==> config.mk <==
export PLATFORM = sky130hd
export DESIGN_NAME = quidditch_play_core
export DESIGN_NICKNAME = d
export VERILOG_FILES = /design/src/rtl/quidditch_pkg.sv /design/src/rtl/quidditch_play_core_paddle.sv /design/src/rtl/quidditch_play_core.sv
export SDC_FILE = /design/constraint.sdc
export NUM_CORES = 1
export LEC_CHECK = 0
export ABC_CLOCK_PERIOD_IN_PS = 6790
export CORE_MARGIN = 2
export CORE_UTILIZATION = 45
export DETAILED_ROUTE_END_ITERATION = 16
export DONT_BUFFER_PORTS = 1
export GPL_TIMING_DRIVEN = 0
export HOLD_SLACK_MARGIN = 0.08
export PLACE_DENSITY = 0.6
export REMOVE_ABC_BUFFERS = 1
export SLEW_MARGIN = 20
export SYNTH_ARGS = -nofsm -noshare
export SYNTH_HDL_FRONTEND = slang
export SYNTH_HIERARCHICAL = 1
export SYNTH_SLANG_ARGS = --single-unit
==> constraint.sdc <==
create_clock -name clk -period 6.79 [get_ports clk]
set_input_delay 1.358 -clock clk [delete_from_list [all_inputs] [get_ports clk]]
set_output_delay 1.358 -clock clk [all_outputs]
set_load 0.02 [all_outputs]
==> src/rtl/quidditch_pkg.sv <==
// Shared field defaults, ball state encoding and velocity type for the quidditch gameplay core.
package quidditch_pkg;

    localparam int DEF_FIELD_WIDTH     = 640;
    localparam int DEF_FIELD_HEIGHT    = 480;
    localparam int DEF_PLAYER_RADIUS   = 20;
    localparam int DEF_BALL_RADIUS     = 8;
    localparam int DEF_GOAL_RADIUS     = 60;
    localparam int DEF_TEAM1_X         = 40;
    localparam int DEF_TEAM2_X         = 600;
    localparam int DEF_INITIAL_VER_POS = 240;
    localparam int DEF_PLAYER_FREQ     = 250000;
    localparam int DEF_BALL_FREQ       = 200000;

    typedef enum logic [1:0] {
        ST_SERVE = 2'd0,
        ST_PLAY  = 2'd1,
        ST_OVER  = 2'd2
    } ball_state_e;

    typedef logic signed [1:0] vel_t;

    localparam vel_t VEL_POS = 2'sb01;
    localparam vel_t VEL_NEG = 2'sb11;

endpackage

==> src/rtl/quidditch_play_core_paddle.sv <==
// One team paddle: free-running step tick plus up/down stepping clamped to the field.
module paddle_controller
    import quidditch_pkg::*;
#(
    parameter int FIELD_HEIGHT    = DEF_FIELD_HEIGHT,
    parameter int PLAYER_RADIUS   = DEF_PLAYER_RADIUS,
    parameter int INITIAL_VER_POS = DEF_INITIAL_VER_POS,
    parameter int MOVE_FREQ       = DEF_PLAYER_FREQ
) (
    input  logic       clk,
    input  logic       rst,
    input  logic       up_i,
    input  logic       down_i,
    output logic [9:0] pos_o
);

    localparam int               CNT_W   = (MOVE_FREQ > 1) ? $clog2(MOVE_FREQ) : 1;
    localparam logic [CNT_W-1:0] CNT_MAX = CNT_W'(MOVE_FREQ - 1);
    localparam logic [CNT_W-1:0] CNT_ONE = CNT_W'(1);
    localparam logic [9:0]       POS_MIN = 10'(PLAYER_RADIUS);
    localparam logic [9:0]       POS_MAX = 10'(FIELD_HEIGHT - 1 - PLAYER_RADIUS);
    localparam logic [9:0]       POS_RST = 10'(INITIAL_VER_POS);

    logic [CNT_W-1:0] cnt_q, cnt_d;
    logic [9:0]       pos_q, pos_d;
    logic             tick;

    always_comb begin
        tick  = (cnt_q == CNT_MAX);
        cnt_d = tick ? '0 : cnt_q + CNT_ONE;
        pos_d = pos_q;
        if (tick) begin
            if (up_i && !down_i && pos_q != POS_MIN) begin
                pos_d = pos_q - 10'd1;
            end else if (down_i && !up_i && pos_q != POS_MAX) begin
                pos_d = pos_q + 10'd1;
            end
        end
    end

    always_ff @(posedge clk) begin
        if (rst) begin
            cnt_q <= '0;
            pos_q <= POS_RST;
        end else begin
            cnt_q <= cnt_d;
            pos_q <= pos_d;
        end
    end

    assign pos_o = pos_q;

endmodule

==> src/rtl/quidditch_play_core.sv <==
// Gameplay engine: two paddles, the ball serve/play/over machine with wall, paddle and goal
// detection, and the decorative bludger. All positions are registered for the renderer.
module quidditch_play_core
    import quidditch_pkg::*;
#(
    parameter int FIELD_WIDTH               = DEF_FIELD_WIDTH,
    parameter int FIELD_HEIGHT              = DEF_FIELD_HEIGHT,
    parameter int PLAYER_RADIUS             = DEF_PLAYER_RADIUS,
    parameter int BALL_RADIUS               = DEF_BALL_RADIUS,
    parameter int GOAL_RADIUS               = DEF_GOAL_RADIUS,
    parameter int TEAM1_X                   = DEF_TEAM1_X,
    parameter int TEAM2_X                   = DEF_TEAM2_X,
    parameter int INITIAL_VER_POS           = DEF_INITIAL_VER_POS,
    parameter int PLAYER_MOVEMENT_FREQUENCY = DEF_PLAYER_FREQ,
    parameter int BALL_MOVEMENT_FREQUENCY   = DEF_BALL_FREQ
) (
    input  logic        clk,
    input  logic        rst,
    input  logic        game_over,
    input  logic        team1_vu_button,
    input  logic        team1_vd_button,
    input  logic        team2_vu_button,
    input  logic        team2_vd_button,
    output logic [9:0]  team1_ver_position,
    output logic [9:0]  team2_ver_position,
    output logic        score_to_team1,
    output logic        score_to_team2,
    output logic [18:0] x_position,
    output logic [18:0] y_position,
    output logic [18:0] x_blugger,
    output logic [18:0] y_blugger,
    output logic        game_on
);

    localparam int                BCNT_W   = (BALL_MOVEMENT_FREQUENCY > 1) ? $clog2(BALL_MOVEMENT_FREQUENCY) : 1;
    localparam logic [BCNT_W-1:0] BCNT_MAX = BCNT_W'(BALL_MOVEMENT_FREQUENCY - 1);
    localparam logic [BCNT_W-1:0] BCNT_ONE = BCNT_W'(1);

    localparam logic [9:0] MID_X = 10'(FIELD_WIDTH / 2);
    localparam logic [9:0] MID_Y = 10'(FIELD_HEIGHT / 2);
    localparam logic [9:0] BR_U  = 10'(BALL_RADIUS);
    localparam logic [9:0] BOT_U = 10'(FIELD_HEIGHT - 1 - BALL_RADIUS);

    localparam logic signed [11:0] BR_S    = 12'(BALL_RADIUS);
    localparam logic signed [11:0] BOT_S   = 12'(FIELD_HEIGHT - 1 - BALL_RADIUS);
    localparam logic signed [11:0] RIGHT_S = 12'(FIELD_WIDTH - 1 - BALL_RADIUS);
    localparam logic signed [11:0] MIDY_S  = 12'(FIELD_HEIGHT / 2);
    localparam logic signed [11:0] GOAL_S  = 12'(GOAL_RADIUS);
    localparam logic signed [11:0] REACH_S = 12'(PLAYER_RADIUS + BALL_RADIUS);
    localparam logic signed [11:0] T1_FACE = 12'(TEAM1_X + PLAYER_RADIUS);
    localparam logic signed [11:0] T2_FACE = 12'(TEAM2_X - PLAYER_RADIUS);

    function automatic logic signed [11:0] abs12(input logic signed [11:0] v);
        return v[11] ? -v : v;
    endfunction

    function automatic logic [9:0] step10(input logic [9:0] p, input vel_t v);
        return p + {{8{v[1]}}, v};
    endfunction

    ball_state_e       state_q, state_d;
    logic [BCNT_W-1:0] bcnt_q, bcnt_d;
    logic [9:0]        x_q, x_d, y_q, y_d, by_q, by_d;
    vel_t              vx_q, vx_d, vy_q, vy_d, sd_q, sd_d, bd_q, bd_d, vx_n, vy_n;
    logic              score1_q, score1_d, score2_q, score2_d, game_on_q, game_on_d;
    logic [9:0]        t1_pos, t2_pos;
    logic signed [11:0] xs, ys;
    logic ball_tick, any_button, in_goal, top_wall, bot_wall;
    logic hit1, hit2, left_edge, right_edge;

    paddle_controller #(
        .FIELD_HEIGHT(FIELD_HEIGHT), .PLAYER_RADIUS(PLAYER_RADIUS),
        .INITIAL_VER_POS(INITIAL_VER_POS), .MOVE_FREQ(PLAYER_MOVEMENT_FREQUENCY)
    ) u_team1 (
        .clk(clk), .rst(rst), .up_i(team1_vu_button), .down_i(team1_vd_button), .pos_o(t1_pos)
    );

    paddle_controller #(
        .FIELD_HEIGHT(FIELD_HEIGHT), .PLAYER_RADIUS(PLAYER_RADIUS),
        .INITIAL_VER_POS(INITIAL_VER_POS), .MOVE_FREQ(PLAYER_MOVEMENT_FREQUENCY)
    ) u_team2 (
        .clk(clk), .rst(rst), .up_i(team2_vu_button), .down_i(team2_vd_button), .pos_o(t2_pos)
    );

    // Collision detection and the velocity the ball would take this tick, from current position.
    always_comb begin
        xs         = {2'b00, x_q};
        ys         = {2'b00, y_q};
        any_button = team1_vu_button | team1_vd_button | team2_vu_button | team2_vd_button;
        in_goal    = abs12(ys - MIDY_S) <= GOAL_S;
        top_wall   = (ys <= BR_S) && (vy_q == VEL_NEG);
        bot_wall   = (ys >= BOT_S) && (vy_q == VEL_POS);
        hit1       = (vx_q == VEL_NEG) && ((xs - BR_S) == T1_FACE)
                     && (abs12(ys - $signed({2'b00, t1_pos})) <= REACH_S);
        hit2       = (vx_q == VEL_POS) && ((xs + BR_S) == T2_FACE)
                     && (abs12(ys - $signed({2'b00, t2_pos})) <= REACH_S);
        left_edge  = (xs <= BR_S) && (vx_q == VEL_NEG);
        right_edge = (xs >= RIGHT_S) && (vx_q == VEL_POS);

        vx_n = vx_q;
        vy_n = vy_q;
        if (top_wall) vy_n = VEL_POS;
        if (bot_wall) vy_n = VEL_NEG;
        if (hit1) begin
            vx_n = VEL_POS;
            if (team1_vu_button)      vy_n = VEL_NEG;
            else if (team1_vd_button) vy_n = VEL_POS;
        end
        if (hit2) begin
            vx_n = VEL_NEG;
            if (team2_vu_button)      vy_n = VEL_NEG;
            else if (team2_vd_button) vy_n = VEL_POS;
        end
        if (left_edge && !in_goal)  vx_n = VEL_POS;
        if (right_edge && !in_goal) vx_n = VEL_NEG;
    end

    always_comb begin
        ball_tick = (bcnt_q == BCNT_MAX);
        bcnt_d    = ball_tick ? '0 : bcnt_q + BCNT_ONE;
        state_d   = state_q;
        x_d       = x_q;
        y_d       = y_q;
        vx_d      = vx_q;
        vy_d      = vy_q;
        sd_d      = sd_q;
        by_d      = by_q;
        bd_d      = bd_q;
        score1_d  = 1'b0;
        score2_d  = 1'b0;
        game_on_d = game_on_q;

        if (game_over) begin
            state_d = ST_OVER;
        end else begin
            case (state_q)
                ST_SERVE: begin
                    if (any_button) begin
                        state_d   = ST_PLAY;
                        game_on_d = 1'b1;
                        vx_d      = sd_q;
                        vy_d      = VEL_POS;
                    end
                end
                ST_PLAY: begin
                    if (ball_tick) begin
                        if (by_q <= BR_U)       bd_d = VEL_POS;
                        else if (by_q >= BOT_U) bd_d = VEL_NEG;
                        by_d = step10(by_q, bd_d);
                        // A goal recentres the ball instead of moving it this tick.
                        if (left_edge && in_goal) begin
                            score2_d = 1'b1;
                            sd_d     = VEL_NEG;
                            x_d      = MID_X;
                            y_d      = MID_Y;
                            state_d  = ST_SERVE;
                        end else if (right_edge && in_goal) begin
                            score1_d = 1'b1;
                            sd_d     = VEL_POS;
                            x_d      = MID_X;
                            y_d      = MID_Y;
                            state_d  = ST_SERVE;
                        end else begin
                            vx_d = vx_n;
                            vy_d = vy_n;
                            x_d  = step10(x_q, vx_n);
                            y_d  = step10(y_q, vy_n);
                        end
                    end
                end
                default: ;
            endcase
        end
    end

    always_ff @(posedge clk) begin
        if (rst) begin
            state_q   <= ST_SERVE;
            bcnt_q    <= '0;
            x_q       <= MID_X;
            y_q       <= MID_Y;
            vx_q      <= VEL_POS;
            vy_q      <= VEL_POS;
            sd_q      <= VEL_POS;
            by_q      <= BR_U;
            bd_q      <= VEL_POS;
            score1_q  <= 1'b0;
            score2_q  <= 1'b0;
            game_on_q <= 1'b0;
        end else begin
            state_q   <= state_d;
            bcnt_q    <= bcnt_d;
            x_q       <= x_d;
            y_q       <= y_d;
            vx_q      <= vx_d;
            vy_q      <= vy_d;
            sd_q      <= sd_d;
            by_q      <= by_d;
            bd_q      <= bd_d;
            score1_q  <= score1_d;
            score2_q  <= score2_d;
            game_on_q <= game_on_d;
        end
    end

    assign team1_ver_position = t1_pos;
    assign team2_ver_position = t2_pos;
    assign score_to_team1     = score1_q;
    assign score_to_team2     = score2_q;
    assign x_position         = {9'd0, x_q};
    assign y_position         = {9'd0, y_q};
    assign x_blugger          = {9'd0, MID_X};
    assign y_blugger          = {9'd0, by_q};
    assign game_on            = game_on_q;

endmodule

=== Word-level counts from Yosys, hierarchy flattened ===
Index checks and enable logic that the tools add are counted.

* Bits in registers: 117
* Output and inout bits: 99

* Add/subtract/negate cells: 18
* $lt $le $gt $ge: 9
* Reductions and logical operators: 45
* Bitwise gates (word level): 6
* Equality and inequality tests: 22
* Multiplexer cells: 47

{| class="wikitable"
|+ Operator list
! kind !! number
|-
| 2-to-1 mux 10 bit || 8
|-
| 2-to-1 mux 2 bit || 31
|-
| adder 18 x 1 -> 18 bit, second input constant || 3
|-
| equality test 18 bit, second input constant || 3
|-
| 2-to-1 mux 12 bit || 3
|-
| negator 11 -> 12 bit || 3
|-
| adder 10 bit || 3
|-
| <= comparator 10 x 4 -> 1 bit, second input constant || 3
|-
| <= comparator 12 x 6 -> 1 bit, second input constant || 2
|-
| subtractor 10 x 10 -> 11 bit || 2
|-
| adder 10 x 1 -> 10 bit, second input constant || 2
|-
| greater-or-equal comparator 10 x 9 -> 1 bit, second input constant || 2
|-
| logical AND 1 bit || 20
|-
| inequality test 10 x 5 -> 1 bit, second input constant || 2
|-
| inequality test 10 x 9 -> 1 bit, second input constant || 2
|-
| subtractor 10 x 1 -> 10 bit, second input constant || 2
|-
| <= comparator 12 x 7 -> 1 bit, second input constant || 1
|-
| one-hot mux 2 bit (2 select lines) || 3
|-
| AND reduction 4 bit || 3
|-
| adder 10 x 4 -> 11 bit, second input constant || 1
|-
| equality test 11 x 10 -> 1 bit, second input constant || 1
|-
| equality test 11 x 7 -> 1 bit, second input constant || 1
|-
| subtractor 10 x 4 -> 11 bit, second input constant || 1
|-
| subtractor 10 x 8 -> 11 bit, second input constant || 1
|-
| 19 further kinds || 44
|}

=== Logic depth before layout (Yosys ltp) ===
Gate-level depths: netlist of run 1.

* Word-level depth: 14
* Gate-level depth with buffers: 26

=== Hierarchy ===
The synthesis of run 1 kept the hierarchy.

{| class="wikitable"
|+ By module, submodules not included
! module !! cells an instance !! seq. area each (sq um) !! area an instance (sq um) !! instances
|-
| quidditch_play_core || 786 || 1201.2 || 6017.0 || 1
|-
| paddle_controller || 179 || 560.5 || 1617.8 || 2
|}

=== Worst setup path after synthesis of run 1 ===
No wires, ideal clock.

* Path kind: register -> register
* Start point: register u_team1.pos_q[0] (netlist: u_team1/pos_o[0])
* End point: register y_q[9]
* Stages on the path, launching flop included: 24
* Arrival time: 5.724 ns
* Library setup time: 0.070 ns
* Path buffers: 0
* Setup slack: 0.996 ns
* Cells stage by stage: dfxtp_1 > ha_1 > inv_1 > fa_1 > a21o_1 > a221oi_4 > xor2_1 > a2111o_1 > a211o_1 > a221oi_4 > nand4b_4 > a22o_4 > a21o_1 > ha_1 > a21o_1 > a21oi_1 > o21ai_0 > a21oi_1 > o21ai_0 > a21o_1 > a21oi_1 > a2111oi_2 > or4_1 > a21oi_1

* Word-level cells in the longest chain between the ends: 12

{| class="wikitable"
|+ RTL lines
! what !! RTL line !! text
|-
| start, declared || quidditch_play_core_paddle.sv:25 || <nowiki>logic [9:0] pos_q, pos_d;</nowiki>
|-
| start signal, assigned || quidditch_play_core_paddle.sv:47 || <nowiki>pos_q <= pos_d;</nowiki>
|-
| subtractor 10 x 10 -> 11 bit (*) || quidditch_play_core.sv:94 || <nowiki>&& (abs12(ys - $signed({2'b00, t1_pos})) <= REACH_S);</nowiki>
|-
| negator 11 -> 12 bit || quidditch_play_core.sv:54 || <nowiki>return v[11] ? -v : v;</nowiki>
|-
| 2-to-1 mux 12 bit (*) || quidditch_play_core.sv:54 ||
|-
| <= comparator 12 x 6 -> 1 bit (*) || quidditch_play_core.sv:94 ||
|-
| logical AND 1 bit (*) || quidditch_play_core.sv:94 ||
|-
| 2-to-1 mux 2 bit (*) || quidditch_play_core.sv:104 || <nowiki>if (hit1) begin</nowiki>
|-
| 2-to-1 mux 2 bit || quidditch_play_core.sv:112 || <nowiki>else if (team2_vd_button) vy_n = VEL_POS;</nowiki>
|-
| 2-to-1 mux 2 bit || quidditch_play_core.sv:111 || <nowiki>if (team2_vu_button) vy_n = VEL_NEG;</nowiki>
|-
| 2-to-1 mux 2 bit (*) || quidditch_play_core.sv:109 || <nowiki>if (hit2) begin</nowiki>
|-
| adder 10 bit (*) || quidditch_play_core.sv:58 || <nowiki>return p + {{8{v[1]}}, v};</nowiki>
|-
| 2-to-1 mux 10 bit (*) || quidditch_play_core.sv:157 || <nowiki>end else if (right_edge && in_goal) begin</nowiki>
|-
| 2-to-1 mux 10 bit (*) || quidditch_play_core.sv:151 || <nowiki>if (left_edge && in_goal) begin</nowiki>
|-
| end signal, assigned || quidditch_play_core.sv:194 || <nowiki>y_q <= y_d;</nowiki>
|-
| end, declared || quidditch_play_core.sv:63 || <nowiki>logic [9:0] x_q, x_d, y_q, y_d, by_q, by_d;</nowiki>
|}

Mark *: on every way between the ends. The rest lies on a longest branch, timed or not.
A chain may end at the register's enable or synchronous reset.

=== Worst setup path after layout of run 1 ===
* Start point: register y_q[4]
* End point: register y_q[9]

* Word-level cells in the longest chain between the ends: 13
* Elaborated cells between the ends (all ways): 31
* Those cells by class: 7 x add/sub; 5 x order compare; 13 x mux; 6 x reduce/logical

{| class="wikitable"
|+ RTL lines
! what !! RTL line
|-
| parallel branches: the longest is 12 deep, another holds negator 11 -> 12 bit || -
|-
| 2-to-1 mux 10 bit (*) || quidditch_play_core.sv:151
|}

Mark *: on every way between the ends.

==> results of run 1 <==
-- cells in the final DEF, fill, tap and decap left out, types with 4 or more instances in the layout --
cell,instances
nor2_1,129
conb_1,46
o31ai_1,6
nor4_1,11
a21o_1,27
inv_6,4
or3_1,10
nand2b_1,9
xnor2_1,38
nor3b_1,4
o22ai_1,4
bufinv_16,4
a211o_1,7
a311oi_1,4
a21oi_1,80
or4_1,11
nor3_1,32
o21ai_0,33
nor2b_1,13
a211oi_1,8
nor4_4,4
o21a_1,6
mux2i_1,11
and4_2,4
ha_1,73
a31oi_1,10
clkbuf_16,17
o211ai_1,14
dfxtp_1,114
nand2_1,79
fa_1,7
inv_1,68
xor2_1,55
and3_1,11
nand3b_1,7
nand4_1,20
o21bai_1,11
nand3_1,57
a22oi_1,4
-- cells by family (layout without fill, tap and decap cells) --
logic type | after synthesis | after routing | share of synthesized area [%]
buffers and inverters | 145 | 103 | 8.32
other | 2 | 46 | 0.0812
muxes | 16 | 16 | 1.80
and+or+nand+nor | 432 | 432 | 24.5
DFF | 116 | 116 | 25.1
AOI/OAI and AO/OA | 260 | 260 | 20.0
adders and majority gates | 80 | 80 | 11.4
xor gates and xnor gates | 93 | 93 | 8.80
-- state kept, by name, summed over array words and instances, names as in the netlist, 2 cells and up --
| name | cells |
|---|---|
| bcnt_q | 18 |
| u_team1/cnt_q | 18 |
| u_team2/cnt_q | 18 |
| by_q | 10 |
| u_team1/pos_o | 10 |
| u_team2/pos_o | 10 |
| x_q | 10 |
| y_q | 10 |
| bd_q | 2 |
| state_q | 2 |
| vx_q | 2 |
| vy_q | 2 |
-- final cells by class --
| class | instances | area (µm²) |
|---|---|---|
| Clock inverter | 15 | 201 |
| Inverter | 68 | 255 |
| Sequential cell | 116 | 2320 |
| Clock buffer | 17 | 425 |
| Multi-Input combinational cell | 927 | 6360 |
| Tap cell | 270 | 338 |
| Timing Repair Buffer | 3 | 26.3 |
| Fill cell | 1978 | 10300 |
-- metal layers --
layer	part of all wire (%)	vias to the layer above
li1	-	4012
met1	49	3674
met2	44	194
met4	2.2	0
met5	0	-
met3	5.8	30
-- report_power, final --
group,switching (mW),internal [mW]
Sequential,0.00608,0.687
Combinational,0.0563,0.0248
Clock,0.350,0.616
Total,0.412,1.33
-- tightest hold or removal path, cell delays in order (launching register included) --
cell and delay [ns]:
dfxtp_1 0.32, nor2_1 0.04, o21ai_0 0.05
-- final timing paths --
| path | start | endpoint | slack (ns) |
|---|---|---|---|
| worst max-delay path | y_q[4] | y_q[9] | 0.54 |
| worst min-delay path | bd_q[0] | bd_q[0] | 0.44 |
| worst max register to register | y_q[4] | y_q[9] | 0.54 |
| worst min register to register | bd_q[0] | bd_q[0] | 0.44 |
-- what timing repair did --
item	CTS	global route
setup endpoints to repair	0	3
hold endpoints to repair	0	0
gates resized for setup	0	6
hold buffers	0	0
==> metrics.md, run 1 <==
| Metric | Value |
|---|---|
| Fin worst setup slack | `0.537 ns` |
| Synth cell count leaders | `nor2_1 (129), dfxtp_1 (116), a21oi_1 (81), nand2_1 (79), ha_1 (73)` |
| Routed Antenna Nets | `0` |
| Global-route wire length before repair | `35.9 mm` |
| Setup bufs post-CTS | `0` |
| Area contributors post-synth | `dfxtp_1 (25%), ha_1 (9.9%), nor2_1 (5.2%), xor2_1 (5.2%), a21oi_1 (4.4%)` |
| Post-synthesis sequential area ratio | `25.1%` |
| Startpoint types | `flop` |
| P per Cell Area | `175 nW/µm²` |
| Netlist cell types | `85` |
| Hold Slack | `0.443 ns` |
| Worst Setup End Kind | `flop` |
| Worst-path maximum fanout | `12` |
| Pre-antenna DRT Iters | `5` |
| Worst VDD drop | `0.183 mV` |
| Final clock skew | `0.0142 ns` |
| Syn Inst Count | `1144` |
| Chip Width | `147 µm` |
| WS Path Type | `flop to flop` |
| Post-synth EDFFs | `0` |
| Die area | `21700 µm²` |
| Via count | `7910` |
| Register bit total from synthesis | `116` |
| Clock transition at the registers of the reported paths | `0.06 ns` |
| Fin nets | `1220` |
| Inst Count DP | `1384` |
| Worst Hold Class | `flop to flop` |
| Yosys warns | `6` |
| Core Box Area | `20200 µm²` |
| Yosys top cell area share | `25.1%` |
| Layout area overhead | `7.38%` |
| Detailed-placement wirelength estimate | `15.5 mm` |
| Crit path max-delay family | `compound AO/OA/AOI/OAI gates` |
| Fin. max-slew vios | `0` |
| Largest net degree at the start of global routing | `66` |
| Clock sinks | `116` |
| Slowest stage cell, crit path | `dfxtp_1` |
| Crit share post-route | `92.1%` |
| Most frequent cell after synthesis | `nor2_1` |
| Stages on worst setup path | `21` |
| Relative slew slack | `30.5%` |
| Longest Clk Path Bufs | `2` |
| Max-cap violations | `0` |
| Met3 usage in global routing | `5.22%` |
| Hold depth | `2` |
| IO Port Bufs | `0` |
| Iteration-0 DRC Markers | `465` |
| Final core occ | `49.1%` |
| Cell mode on critical path | `a21o_1` |
| Remaining Overflow, GRT | `0` |
| CP Buf/Inv Count | `0` |
| Final Setup Violations | `0` |
| Routability Congestion | `0.842` |
| DR vias/cell | `5.59` |
| Fmax | `160 MHz` |
| Dominant cell type by area after synthesis | `dfxtp_1` |
| TritonCTS clock tree | `done` |
| WL/cell | `15.1 µm` |
| Most used routing layer | `met2` |
| Worst skew pair latency | `0.42 ns` |
| WP data arrival | `6.60 ns` |
| Result of the run | `finished, final reports clean` |
| Vias in the first global route | `7231` |
| Number of antenna diodes | `0` |
| Leakage | `4.18 nW` |
| Final min period | `6.25 ns` |
| CTS H-tree lvls | `4` |
| Drt total wl | `21.3 mm` |
| CP Cell Sequence | `ha_1 -> a21o_1 -> a221oi_4 -> xor2_1 -> a2111o_1 -> a211o_1 -> a221oi_4 -> nand4b_4 -> a22o_4 -> a21o_1 -> ha_1 -> a21o_1 -> a21oi_1 -> o21ai_0 -> a21oi_1 -> o21ai_0 -> a21o_1 -> a21oi_2 -> a2111oi_2 -> or4_1 -> a21oi_1` |
| Worst path max stage delay | `0.82 ns` |
| Root Buffer | `clkbuf_16` |
| Starting Density | `45.7%` |
| Initial antenna violation count | `0` |
| Worst reg-to-reg path cell count | `21` |
| TNS Setup | `0 ns` |
| Grt met2 use | `31.2%` |
| Design Area, Final | `9940 µm²` |
| Final Hold Fails | `0` |
| Total CTS buffers | `17` |
| Avg Cell Area, Syn | `8.09 µm²` |
| GR Util met1 | `27.0%` |
| Dpl cell area | `9280 µm²` |
| Synth Flop Type | `dfxtp_1` |
| Tot Pwr | `1.74 mW` |
| Total Routing Usage GR | `20.1%` |
| Layout cells sized above 1 | `7.07%` |
| Number of top-level pins | `106` |
| Worst slack, placed | `0.269 ns` |
| Die H | `147 µm` |
| Post-Synthesis Cell Area | `9250 µm²` |
| Drc violations | `0` |
| CP required | `7.14 ns` |
| Fin cells | `1416` |
| Slew @ Worst Pin | `1.04 ns` |
| Post-synth ARST share | `0%` |
| Cell row count | `52` |
Note: power is estimated with default switching activity, not from simulation.
==> run 2, diff against run 1 <==
--- a/config.mk
+++ b/config.mk
@@ -5,7 +5,6 @@
 export SDC_FILE = /design/constraint.sdc
 export NUM_CORES = 1
 export LEC_CHECK = 0
-export ABC_CLOCK_PERIOD_IN_PS = 6790
 export CORE_MARGIN = 2
 export CORE_UTILIZATION = 45
 export DETAILED_ROUTE_END_ITERATION = 16
==> results of run 2 <==
Final layout, timing and power as in run 1 (identical DEF).
==> run 3, diff against run 2 <==
--- a/config.mk
+++ b/config.mk
@@ -5,13 +5,15 @@
 export SDC_FILE = /design/constraint.sdc
 export NUM_CORES = 1
 export LEC_CHECK = 0
+export CELL_PAD_IN_SITES_DETAIL_PLACEMENT = 1
+export CELL_PAD_IN_SITES_GLOBAL_PLACEMENT = 1
 export CORE_MARGIN = 2
 export CORE_UTILIZATION = 45
 export DETAILED_ROUTE_END_ITERATION = 16
 export DONT_BUFFER_PORTS = 1
 export GPL_TIMING_DRIVEN = 0
 export HOLD_SLACK_MARGIN = 0.08
-export PLACE_DENSITY = 0.6
+export PLACE_DENSITY = 0.76
 export REMOVE_ABC_BUFFERS = 1
 export SLEW_MARGIN = 20
 export SYNTH_ARGS = -nofsm -noshare
==> run 3 against run 2 <==
  * Power is 3.4% lower
  * Design area down 0.20%
  * Setup slack worse by 0.076 ns
  * Utilization decreased by 0.099 points
  * Fmax is 1.2% lower
  * Global-route usage grew 3.2 points
  * Critical path type unchanged
  * Die area did not move
  * Clock-buffer cell count is 1 higher
  * Sequential power hardly changed
  * Flip-flop and latch count is the same
  * First-iteration DRC count is 30% lower
  * Clock skew decreased by 0.0037 ns
==> metrics.md, run 3 (same netlist as run 1, synthesis figures left out) <==
| Metric | Value |
|---|---|
| Result of the run | `finished, final reports clean` |
| Die area | `21700 µm²` |
| Cell row count | `52` |
| Routability Congestion | `0.814` |
| Max-cap violations | `0` |
| Worst path max stage delay | `0.53 ns` |
| Setup bufs post-CTS | `0` |
| Largest regs | `bcnt_q: 18 flops, u_team1/cnt_q: 18 flops, u_team2/cnt_q: 18 flops` |
| Number of top-level pins | `106` |
| Met3 WL | `1.09 mm` |
| Vias in the first global route | `8407` |
| Met2 WL | `12.0 mm` |
| Dpl cell area | `9290 µm²` |
| Fin nets | `1220` |
| Worst skew pair latency | `0.42 ns` |
| Remaining Overflow, GRT | `0` |
| Design Area, Final | `9920 µm²` |
| Detailed-placement wirelength estimate | `18.2 mm` |
| Worst slack, placed | `0.119 ns` |
| Crit share post-route | `93.2%` |
| Drc violations | `0` |
| Number of antenna diodes | `0` |
| Worst reg-to-reg path cell count | `24` |
| Worst Hold Class | `flop to flop` |
| Worst Setup End Kind | `flop` |
| TritonCTS clock tree | `done` |
| Fin worst setup slack | `0.460 ns` |
| Final Hold Fails | `0` |
| Slew @ Worst Pin | `0.913 ns` |
| Starting Density | `45.7%` |
| Final clock skew | `0.0105 ns` |
| WS Path Type | `flop to flop` |
| TNS Setup | `0 ns` |
| Final min period | `6.33 ns` |
| Layout area overhead | `7.17%` |
| Routed Antenna Nets | `0` |
| WL/cell | `17.6 µm` |
| Worst-path maximum fanout | `10` |
| Total Routing Usage GR | `23.3%` |
| Core Box Area | `20200 µm²` |
| Slowest stage cell, crit path | `or4_1` |
| Fin. max-slew vios | `0` |
| P per Cell Area | `170 nW/µm²` |
| Layout cells sized above 1 | `7.50%` |
| Inst Count DP | `1384` |
| CTS H-tree lvls | `4` |
| DR top layer | `met4` |
| Met1 Wirelength | `11.4 mm` |
| Initial antenna violation count | `0` |
| Fin cells | `1416` |
| Iteration-0 DRC Markers | `327` |
| CP required | `7.14 ns` |
| IO Port Bufs | `0` |
| Commonest non-fill, non-tap cells in the layout | `nor2_1 (129), dfxtp_1 (113), a21oi_1 (80)` |
| Clock transition at the registers of the reported paths | `0.06 ns` |
| Die H | `147 µm` |
| Root Buffer | `clkbuf_16` |
| Hold depth | `2` |
| Unrepaired setup endpoints after global routing | `false` |
| Drt total wl | `25.0 mm` |
| Pre-antenna DRT Iters | `5` |
| DR vias/cell | `5.75` |
| Worst VDD drop | `0.156 mV` |
| Relative slew slack | `39.0%` |
| WP data arrival | `6.68 ns` |
| Fmax | `158 MHz` |
| Tot Pwr | `1.68 mW` |
| Clock sinks | `116` |
| Final core occ | `49.0%` |
| CP Cell Sequence | `inv_1 -> ha_1 -> inv_1 -> fa_1 -> a21o_1 -> a221oi_4 -> xor2_1 -> a2111o_1 -> a211o_1 -> a221oi_4 -> nand4b_4 -> a22o_4 -> a21o_2 -> ha_1 -> a21o_1 -> a21oi_1 -> o21ai_0 -> a21oi_1 -> o21ai_0 -> a21o_1 -> a21oi_2 -> a2111oi_2 -> or4_1 -> a21oi_1` |
| Total CTS buffers | `17` |
| Commonest non-fill, non-tap cell in the layout | `nor2_1` |
| Leakage | `4.17 nW` |
| Global-route wire length before repair | `41.6 mm` |
| Hold Slack | `0.459 ns` |
| Largest net degree at the start of global routing | `66` |
| Via count | `8139` |
| Chip Width | `147 µm` |
| Final Setup Violations | `0` |
| Startpoint types | `flop` |
| Longest Clk Path Bufs | `2` |
-- run 3: timing repair --
action | 4_1_cts | 5_1_grt
hold buffers | 0 | 0
hold endpoints to repair | 0 | 0
resized for setup | 0 | 8
endpoints found under the setup margin | 0 | 3
-- run 3: critical path: cells and delay by family, from the launching register on --
family	cells	cell delay, ns
compound gates	16	3.78
flops	1	0.42
buf+inv	2	0.24
xor+xnor	1	0.17
simple gates	2	0.66
fa+ha+maj	3	0.98
-- run 3: final timing paths --
kind,endpoint,slack (ns),from
worst max register to register,y_q[9],0.46,y_q[0]
worst min register to register,bd_q[1],0.46,bd_q[1]
worst min-delay path,bd_q[1],0.46,bd_q[1]
worst max-delay path,y_q[9],0.46,y_q[0]
-- run 3: routing by layer --
layer  track usage [%]  vias up
li1                  -     4003
met1              29.2     3970
met2              40.7      143
met3              4.88       23
met4              6.35        0
met5                 0        -
-- run 3: final cells by class --
cell class                      instances  area, µm²
Fill cell                            2511      10300
Tap cell                              270        338
Timing Repair Buffer                    3       30.0
Multi-Input combinational cell        927       6370
Clock buffer                           18        439
Clock inverter                         14        153
Inverter                               68        255
Sequential cell                       116       2330
-- run 3: report_power, final --
group | internal (mW) | leakage [nW] | switching [mW]
Combinational | 0.0251 | 2.94 | 0.0586
Sequential | 0.687 | 0.938 | 0.00668
Clock | 0.553 | 0.291 | 0.351
Total | 1.26 | 4.17 | 0.416
